## src/rtl/sync_phase_calib.sv

```systemverilog
// Trigger-sync phase calibrator: a periodic window histograms each channel's sync pulses per clock phase and locks on the single matching bin.
// Optional SYNC_PHASE_HOLD_EN: a silent (all-zero) failing channel keeps its previous lock/phase_sel.

module sync_phase_chan #(
  parameter int NPHASE = 4,
  parameter int CW     = 8,
  parameter int PB     = 2,
  parameter int LO     = 53,
  parameter int HI     = 55
) (
  input  logic                         clk,
  input  logic                         nrst,
  input  logic                         clr,
  input  logic                         acc,
  input  logic                         eval,
  input  logic [PB-1:0]                ph,
  input  logic                         din,
  output logic [NPHASE-1:0][CW-1:0]    hist,
  output logic                         lock,
  output logic [PB-1:0]                phase_sel
);
  int            n_hit, n_nz;
  logic [PB-1:0] hit_bin;
  logic          pass;

  always_comb begin
    n_hit   = 0;
    n_nz    = 0;
    hit_bin = '0;
    for (int b = 0; b < NPHASE; b++) begin
      if (hist[b] != '0) n_nz++;
      if (32'(hist[b]) >= LO && 32'(hist[b]) <= HI) begin
        n_hit++;
        hit_bin = PB'(b);
      end
    end
    // the in-range bin must also be the only non-empty bin
    pass = (n_hit == 1) && (n_nz == 1);
  end

  always_ff @(posedge clk or negedge nrst) begin
    if (!nrst) begin
      hist <= '0;
    end else if (clr) begin
      hist <= '0;
    end else if (acc && din && hist[ph] != '1) begin
      hist[ph] <= hist[ph] + 1'b1;
    end
  end

  always_ff @(posedge clk or negedge nrst) begin
    if (!nrst) begin
      lock      <= 1'b0;
      phase_sel <= '0;
    end else if (eval) begin
      if (pass) begin
        lock      <= 1'b1;
        phase_sel <= hit_bin;
      end
`ifdef SYNC_PHASE_HOLD_EN
      else if (n_nz != 0) lock <= 1'b0;
`else
      else lock <= 1'b0;
`endif
    end
  end
endmodule

module sync_phase_calib #(
  parameter int NCH      = 16,
  parameter int NPHASE   = 4,
  parameter int CW       = 8,
  parameter int PERIOD   = 268435456,
  parameter int WAIT_CYC = 200,
  parameter int WIN_CYC  = 656,
  parameter int EXPECT   = 54,
  parameter int TOL      = 1,
  localparam int PB      = $clog2(NPHASE),
  localparam int CHW     = (NCH > 1) ? $clog2(NCH) : 1
) (
  input  logic                clk,
  input  logic                nrst,
  input  logic [NCH-1:0]      coax_in,
  input  logic                force_start,
  output logic                window_out,
  output logic                cal_done,
  output logic [NCH-1:0]      lock,
  output logic [NCH*PB-1:0]   phase_sel,
  input  logic [CHW-1:0]      rd_ch,
  input  logic [PB-1:0]       rd_bin,
  output logic [CW-1:0]       rd_count
);
  localparam int CNTW = $clog2(PERIOD);
  localparam logic [CNTW-1:0] LAST   = CNTW'(PERIOD - 1);
  localparam logic [CNTW-1:0] WAIT_C = CNTW'(WAIT_CYC);
  localparam logic [CNTW-1:0] WIN_C  = CNTW'(WIN_CYC);
  // an all-zero channel must never lock, so the low bound never drops below 1
  localparam int LO = (EXPECT - TOL < 1) ? 1 : EXPECT - TOL;
  localparam int HI = EXPECT + TOL;

  logic [CNTW-1:0] cnt, cnt_nxt;
  logic            clr, acc, eval;
  logic [NCH-1:0][NPHASE-1:0][CW-1:0] hist;

  always_comb begin
    clr  = (cnt == '0);
    acc  = (cnt >= WAIT_C) && (cnt < WIN_C);
    eval = (cnt == WIN_C) && !force_start;
    if (force_start)      cnt_nxt = '0;
    else if (cnt == LAST) cnt_nxt = '0;
    else                  cnt_nxt = cnt + 1'b1;
  end

  always_ff @(posedge clk or negedge nrst) begin
    if (!nrst) begin
      cnt        <= '0;
      window_out <= 1'b0;
      cal_done   <= 1'b0;
    end else begin
      cnt        <= cnt_nxt;
      window_out <= (cnt < WIN_C);
      cal_done   <= eval;
    end
  end

  for (genvar c = 0; c < NCH; c++) begin : g_ch
    sync_phase_chan #(
      .NPHASE(NPHASE), .CW(CW), .PB(PB), .LO(LO), .HI(HI)
    ) u_ch (
      .clk      (clk),
      .nrst     (nrst),
      .clr      (clr),
      .acc      (acc),
      .eval     (eval),
      .ph       (cnt[PB-1:0]),
      .din      (coax_in[c]),
      .hist     (hist[c]),
      .lock     (lock[c]),
      .phase_sel(phase_sel[c*PB +: PB])
    );
  end

  always_ff @(posedge clk or negedge nrst) begin
    if (!nrst)                   rd_count <= '0;
    else if (32'(rd_ch) < NCH)   rd_count <= hist[rd_ch][rd_bin];
    else                         rd_count <= '0;
  end
endmodule

```

## config.mk

```make
export PLATFORM = sky130hd
export DESIGN_NAME = sync_phase_calib
export DESIGN_NICKNAME = d
export VERILOG_FILES = /design/src/rtl/sync_phase_calib.sv
export SDC_FILE = /design/constraint.sdc
export NUM_CORES = 2
export LEC_CHECK = 0
export ABC_CLOCK_PERIOD_IN_PS = 9650
export BUFFER_PORTS_ARGS = -buffer_cell sky130_fd_sc_hd__buf_4
export CAP_MARGIN = 10
export CORE_ASPECT_RATIO = 1.4
export CORE_MARGIN = 2
export CORE_UTILIZATION = 50
export CTS_CLUSTER_DIAMETER = 120
export CTS_CLUSTER_SIZE = 28
export DETAILED_ROUTE_END_ITERATION = 10
export PLACE_DENSITY = 0.66
export SYNTH_ARGS = -nofsm -noshare
export SYNTH_HDL_FRONTEND = slang
export SYNTH_SLANG_ARGS = --single-unit
```

## constraint.sdc

```tcl
create_clock -name clk -period 9.65 [get_ports clk]
set_input_delay 0.965 -clock clk [delete_from_list [all_inputs] [get_ports clk]]
set_output_delay 0.965 -clock clk [all_outputs]
set_load 0.005 [all_outputs]
```

### After elaboration in Yosys (flattened, before gate mapping)

Index checks and enable logic that the tools add are counted.

| storage, ports and cells | value |
|---|---|
| bits in registers | 598 |

| operators by class | value |
|---|---|
| muxes and demuxes | 280 |
| order comparisons | 134 |
| reduce and logical (&&, ||, !) cells | 213 |
| add/sub/neg operators | 113 |
| eq/ne operators | 50 |

Operator list:

| operator | number |
|---|---|
| two-way mux 32 bit | 129 |
| adder 32 x 2 -> 32 bit, second input constant | 64 |
| equality test 32 x 2 -> 1 bit, second input constant | 32 |
| bitwise mux 32 bit | 16 |
| >= comparator 8 x 6 -> 1 bit, second input constant | 64 |
| <= comparator 8 x 6 -> 1 bit, second input constant | 64 |
| nonzero test 8 bit | 64 |
| binary-select mux 8 bit (select 2 bit) | 17 |
| two-way mux 8 bit | 18 |
| adder 8 x 1 -> 8 bit, second input constant | 16 |
| binary-select mux 32 bit (select 4 bit) | 1 |
| inequality test 8 bit, second input constant | 16 |
| logical AND 1 bit | 115 |
| adder 1 x 1 -> 2 bit, second input constant | 32 |
| two-way mux 1 bit | 64 |
| two-way mux 2 bit | 32 |
| two-way mux 28 bit | 2 |
| AND reduction 2 bit | 16 |
| nonzero test 2 bit | 16 |
| adder 28 x 1 -> 28 bit, second input constant | 1 |
| equality test 28 x 10 -> 1 bit, second input constant | 1 |
| equality test 28 bit, second input constant | 1 |
| >= comparator 28 x 8 -> 1 bit, second input constant | 1 |
| logical NOT 28 bit | 1 |
| other kinds (6) | 7 |

### Longest topological paths before layout

| depth | value |
|---|---|
| depth after elaboration | 12 |
| mapped depth | 15 |
| depth with buffers taken out | 13 |

### Cells and area by module

From an unflattened synthesis, not the netlist that was laid out.

| unflattened totals | value |
|---|---|
| cells, all modules | 3,981 |
| area, all modules | 40,820.4 um^2 |

By module, submodules not included:

| module | sequential area each (um^2) | instances | cells an instance | area each (um^2) |
|---|---|---|---|---|
| sync_phase_chan | 875.8 | 16 | 219 | 2,177.1 |
| sync_phase_calib | 950.9 | 1 | 477 | 5,987.0 |

### Worst setup path after synthesis

OpenSTA, ideal clock, no wires.

| timing | value |
|---|---|
| path kind | input to register |
| from | in rd_ch[1] |
| to | reg rd_count[0] |
| buffers on the path | 3 |
| setup time | 0.138 ns |
| slack | 6.044 ns |
| data arrival time | 3.468 ns |
| stages on the path | 6 |
| path through | clkbuf_1 > buf_1 > clkbuf_1 > mux4_2 > mux4_2 > mux4_2 |

| between the ends | value |
|---|---|
| word-level cells in the longest chain between the ends | 4 |

Ends and longest elaborated chain:

| item | line | text |
|---|---|---|
| from (decl) | 89 | `input logic [CHW-1:0] rd_ch,` |
| binary-select mux 32 bit (select 4 bit) | 145 | `else if (32'(rd_ch) < NCH) rd_count <= hist[rd_ch][rd_bin];` |
| two-way mux 32 bit (implied by the code) | 145 |  |
| binary-select mux 8 bit (select 2 bit) | 145 |  |
| two-way mux 8 bit (implied by the code) | 145 |  |
| to (signal assigned) | 145 |  |
| to (decl) | 91 | `output logic [CW-1:0] rd_count` |

No other way between the ends. The select of a mux whose other input is x is not followed.
A chain may end at the register's enable or synchronous reset.

### Worst setup path after layout

| timing | value |
|---|---|
| from | reg cnt[0] |
| to | reg g_ch[6].u_ch.hist[14] (netlist name) |

| between the ends | value |
|---|---|
| word-level cells in the longest chain between the ends | 7 |
| elaborated cells between the ends (all ways) | 19 |

Ends and longest elaborated chain:

| item | line | text |
|---|---|---|
| from (decl) | 101 | `logic [CNTW-1:0] cnt, cnt_nxt;` |
| from (signal assigned) | 120 | `cnt <= cnt_nxt;` |
| parallel branches: the longest is 7 deep, another holds adder 8 x 1 -> 8 bit | - |  |
| to (signal, indexed assignment) | 47 | `hist[ph] <= hist[ph] + 1'b1;` |
| to (decl) | 18 | `output logic [NPHASE-1:0][CW-1:0] hist,` |

Several ways; the timed one is not identified. The select of a mux whose other input is x is not followed.

==> results.py <==
metrics = {
    "outcome": {
        "status": "completed",
    },
    "power_and_ir_drop": {
        "pwr-share-comb": 0.082,
        "pwr-share-clk": 0.318,
        "p_seq_frac": 0.600,
        "p_leak_nw": 18.3,
        "netSwitchingPower_w": 0.00113,
        "p_sw_frac": 0.269,
        "peakVddDrop_v": 0.000126,
        "total_power_w": 0.00419,
        "p_int_w": 0.00307,
        "powerDensity_mw_per_mm2": 99.9,
    },
    "die": {
        "design.core.area_mm2": 0.0800,
        "design.die.area_mm2": 0.0827,
        "row_count": 123,
        "initial_core_util": 0.502,
        "die_w_um": 244,
        "die_y_um": 339,
        "ioPinCount": 83,
    },
    "sta": {
        "rsz0062_at_grt": "no",
        "worst_slew_margin_rel": 0.244,
        "tightestPinTransition_ns": 1.13,
        "finalSetupTns_ns": 0,
        "max_freq_mhz": 214,
        "fin_crit_ns": 4.66,
        "period_share": 0.483,
        "final.setup.worst_slack_ns": 4.99,
        "holdWs_ns": 0.329,
        "setup_viol": 0,
        "final_max_slew_viol_count": 0,
        "skew_ns": 0.0380,
        "final-hold-violation-count": 0,
    },
    "yosys": {
        "yosysMostFrequentCell": "dfrtp_1",
        "avgSynthCellArea_um2": 10.2,
        "ys_seq_area_frac": 0.372,
        "synth_top_area_cell": "dfrtp_1",
        "synth_cell_type_count": 76,
        "synthTopCellsByCount": "dfrtp_1, nor2_1, nand2_1",
        "synth-edff-count": 0,
        "ys_top_cells_by_area": "dfrtp_1, mux4_2, mux2i_1, nor2_1, nand3_1",
        "synth-seq-cells": 598,
        "synth.top_cell.area_share": 0.372,
        "mappedNetlistNets": 4049,
        "synth_area_mm2": 0.0402,
        "ys_async_sr_fraction": 1.00,
        "yosysWarnings": 0,
        "ys.flop_type": "dfrtp_1",
        "synthCells": 3924,
    },
    "min_path": {
        "hold_path.class": "in2async",
    },
    "cts": {
        "htreeDepth": 1,
        "cts_setup_buffers": 0,
        "root_buffer": "clkbuf_16",
        "clock_latency_ns": 0.66,
        "clkTransAtPathRegs_ns": 0.12,
        "cts_hold_buf": 0,
        "clockBufferDepth": 3,
        "numCtsBuffers": 25,
        "cts_resized": 0,
        "cts_tree": "built",
        "cts.sinks": 598,
    },
    "critical_path": {
        "end_kind": "flop",
        "worstPathMaxFanout": 84,
        "r2r-start": "cnt[0]$_DFF_PN0_",
        "crit_path_start": "cnt[0]$_DFF_PN0_",
        "worstPathArrival_ns": 5.21,
        "cp-start-kind": "flop",
        "worstSetupPathType": "reg2reg",
        "cp.required_ns": 10.19,
    },
    "grt": {
        "use_met1": 0.394,
        "grt_overflow": 0,
        "grt-busiest-layer": "met2",
        "grtUsageMet2": 0.522,
        "grt_first_pass_wirelength_um": 203000,
        "grt_max_degree": 166,
        "globalRouteTotalUtil": 0.325,
        "antenna_found_initial": 23,
        "met3_usage": 0.0653,
        "grt_pass1_vias": 31400,
    },
    "flow_run": {
        "maxCapViolCount": 0,
    },
    "placed_design": {
        "post-place-ws_ns": 5.13,
        "gp_congestion": 1.02,
        "io_buffers": 82,
        "dp_hpwl_um": 101000,
    },
    "cells_and_area": {
        "nFillCells": 7180,
        "fin_nets": 3941,
        "layout-drive-gt1-share": 0.146,
        "area_growth_pct": 4.44,
    },
    "drt": {
        "routedWlPerCell_um": 27.6,
        "num_vias": 32300,
        "drcViolationCount": 0,
        "first_pass_iters": 6,
        "ant_nets": 0,
        "vias_per_cell": 6.60,
        "drt_iter0_drc": 3354,
        "wl_um": 135000,
    },
}
## layer usage
| layer | vias up | part of all wire |
|---|---|---|
| met4 | 20 | 0.084 |
| met5 | - | 0.0011 |
| li1 | 14100 | - |
| met2 | 1573 | 0.47 |
| met1 | 16100 | 0.36 |
| met3 | 460 | 0.086 |
## sequential cells by signal (all words and copies together) (netlist names)
name and count:
rd_count 8, g_ch.u_ch.lock 16, cal_done 1, g_ch.u_ch.hist 512, cnt 28, window_out 1
g_ch.u_ch.phase_sel 32
## path summary, 6_finish.rpt
path / depth (start not counted) / to / slack, ns
setup / recovery: 8 / g_ch[6].u_ch.hist[14]$_DFFE_PN0P_ / 4.99
hold / removal: 1 / g_ch[11].u_ch.lock$_DFFE_PN0P_ / 0.33
setup reg to reg: 8 / g_ch[6].u_ch.hist[14]$_DFFE_PN0P_ / 4.99
hold reg to reg: 1 / g_ch[5].u_ch.lock$_DFFE_PN0P_ / 0.49
max in group asynchronous: 3 / g_ch[5].u_ch.hist[10]$_DFFE_PN0P_ / 7.01
min in group clk: 1 / g_ch[5].u_ch.lock$_DFFE_PN0P_ / 0.49
## cell families (layout without fill, tap and decap cells)
group,count (synthesis),after routing,synth area share
xor+xnor,154,154,0.0336
mux,610,610,0.245
other cells,0,12,0
flops,598,598,0.372
buf+inv,405,297,0.0438
fa+ha+maj,100,100,0.0311
compound gates,500,500,0.0820
simple gates,1557,1557,0.192
## per-stage QoR
stage	std cells	utilization	instance area (um2)
detailed placement	4851	0.516	41300
CTS	4878	0.524	41900
global route	4880	0.524	41900
finish	4890	0.524	42000
floorplan	3924	-	40200
global placement	4851	0.516	41300
## final cells by class
class	instances	area, um2	area share
antenna	12	30.0	0.000715
clock buffer	26	629	0.0150
clock inverter	1	20.0	0.000477
inverter	159	598	0.0142
multi-input combinational	2921	23500	0.560
sequential	598	15000	0.357
tap	1062	1330	0.0317
timing repair buffer	111	873	0.0208
## cell usage in the layout, fill, tap and decap left out, types with 10 or more instances in the layout
master and instances:
a32oi_1 12, clkbuf_16 25, inv_1 158, a21oi_1 145, mux2i_1 272, mux2_2 29
nor3b_1 22, and4_1 23, a21o_1 15, mux2_1 13, or3_1 58, nor2_1 392
a211oi_2 10, dfrtp_1 596, nand3_1 287, or2_2 35, nand2b_1 34, and2_1 28
nand2_1 296, nand4_1 44, buf_4 106, a31oi_1 19, mux4_2 295, xnor2_1 83
diode_2 12, ha_1 100, and3_1 84, nor3_1 152, a32o_1 19, xor2_1 71
or4_1 16, a2bb2oi_1 11, o21ai_0 168, a211oi_1 28, nor2b_1 38, o2111ai_1 12
## power groups by stage
stage	Clock [W]	Sequential [W]	Combinational [W]
after floorplan	0	0.00256	0.000230
after global placement	0	0.00256	0.000341
after detailed placement	0	0.00256	0.000342
after CTS	0.00135	0.00252	0.000342
after global routing	0.00142	0.00252	0.000367
final	0.00133	0.00252	0.000344
## worst max-delay path, cell delays in order (launching register included)
cell     delay, ns
dfrtp_4       0.68
inv_1         0.19
ha_1          0.59
nor4b_1       0.61
nand3_4       0.66
buf_4         0.68
buf_4         0.50
and2_1        0.32
a32o_1        0.22
Note: power is estimated with default switching activity, not from simulation.
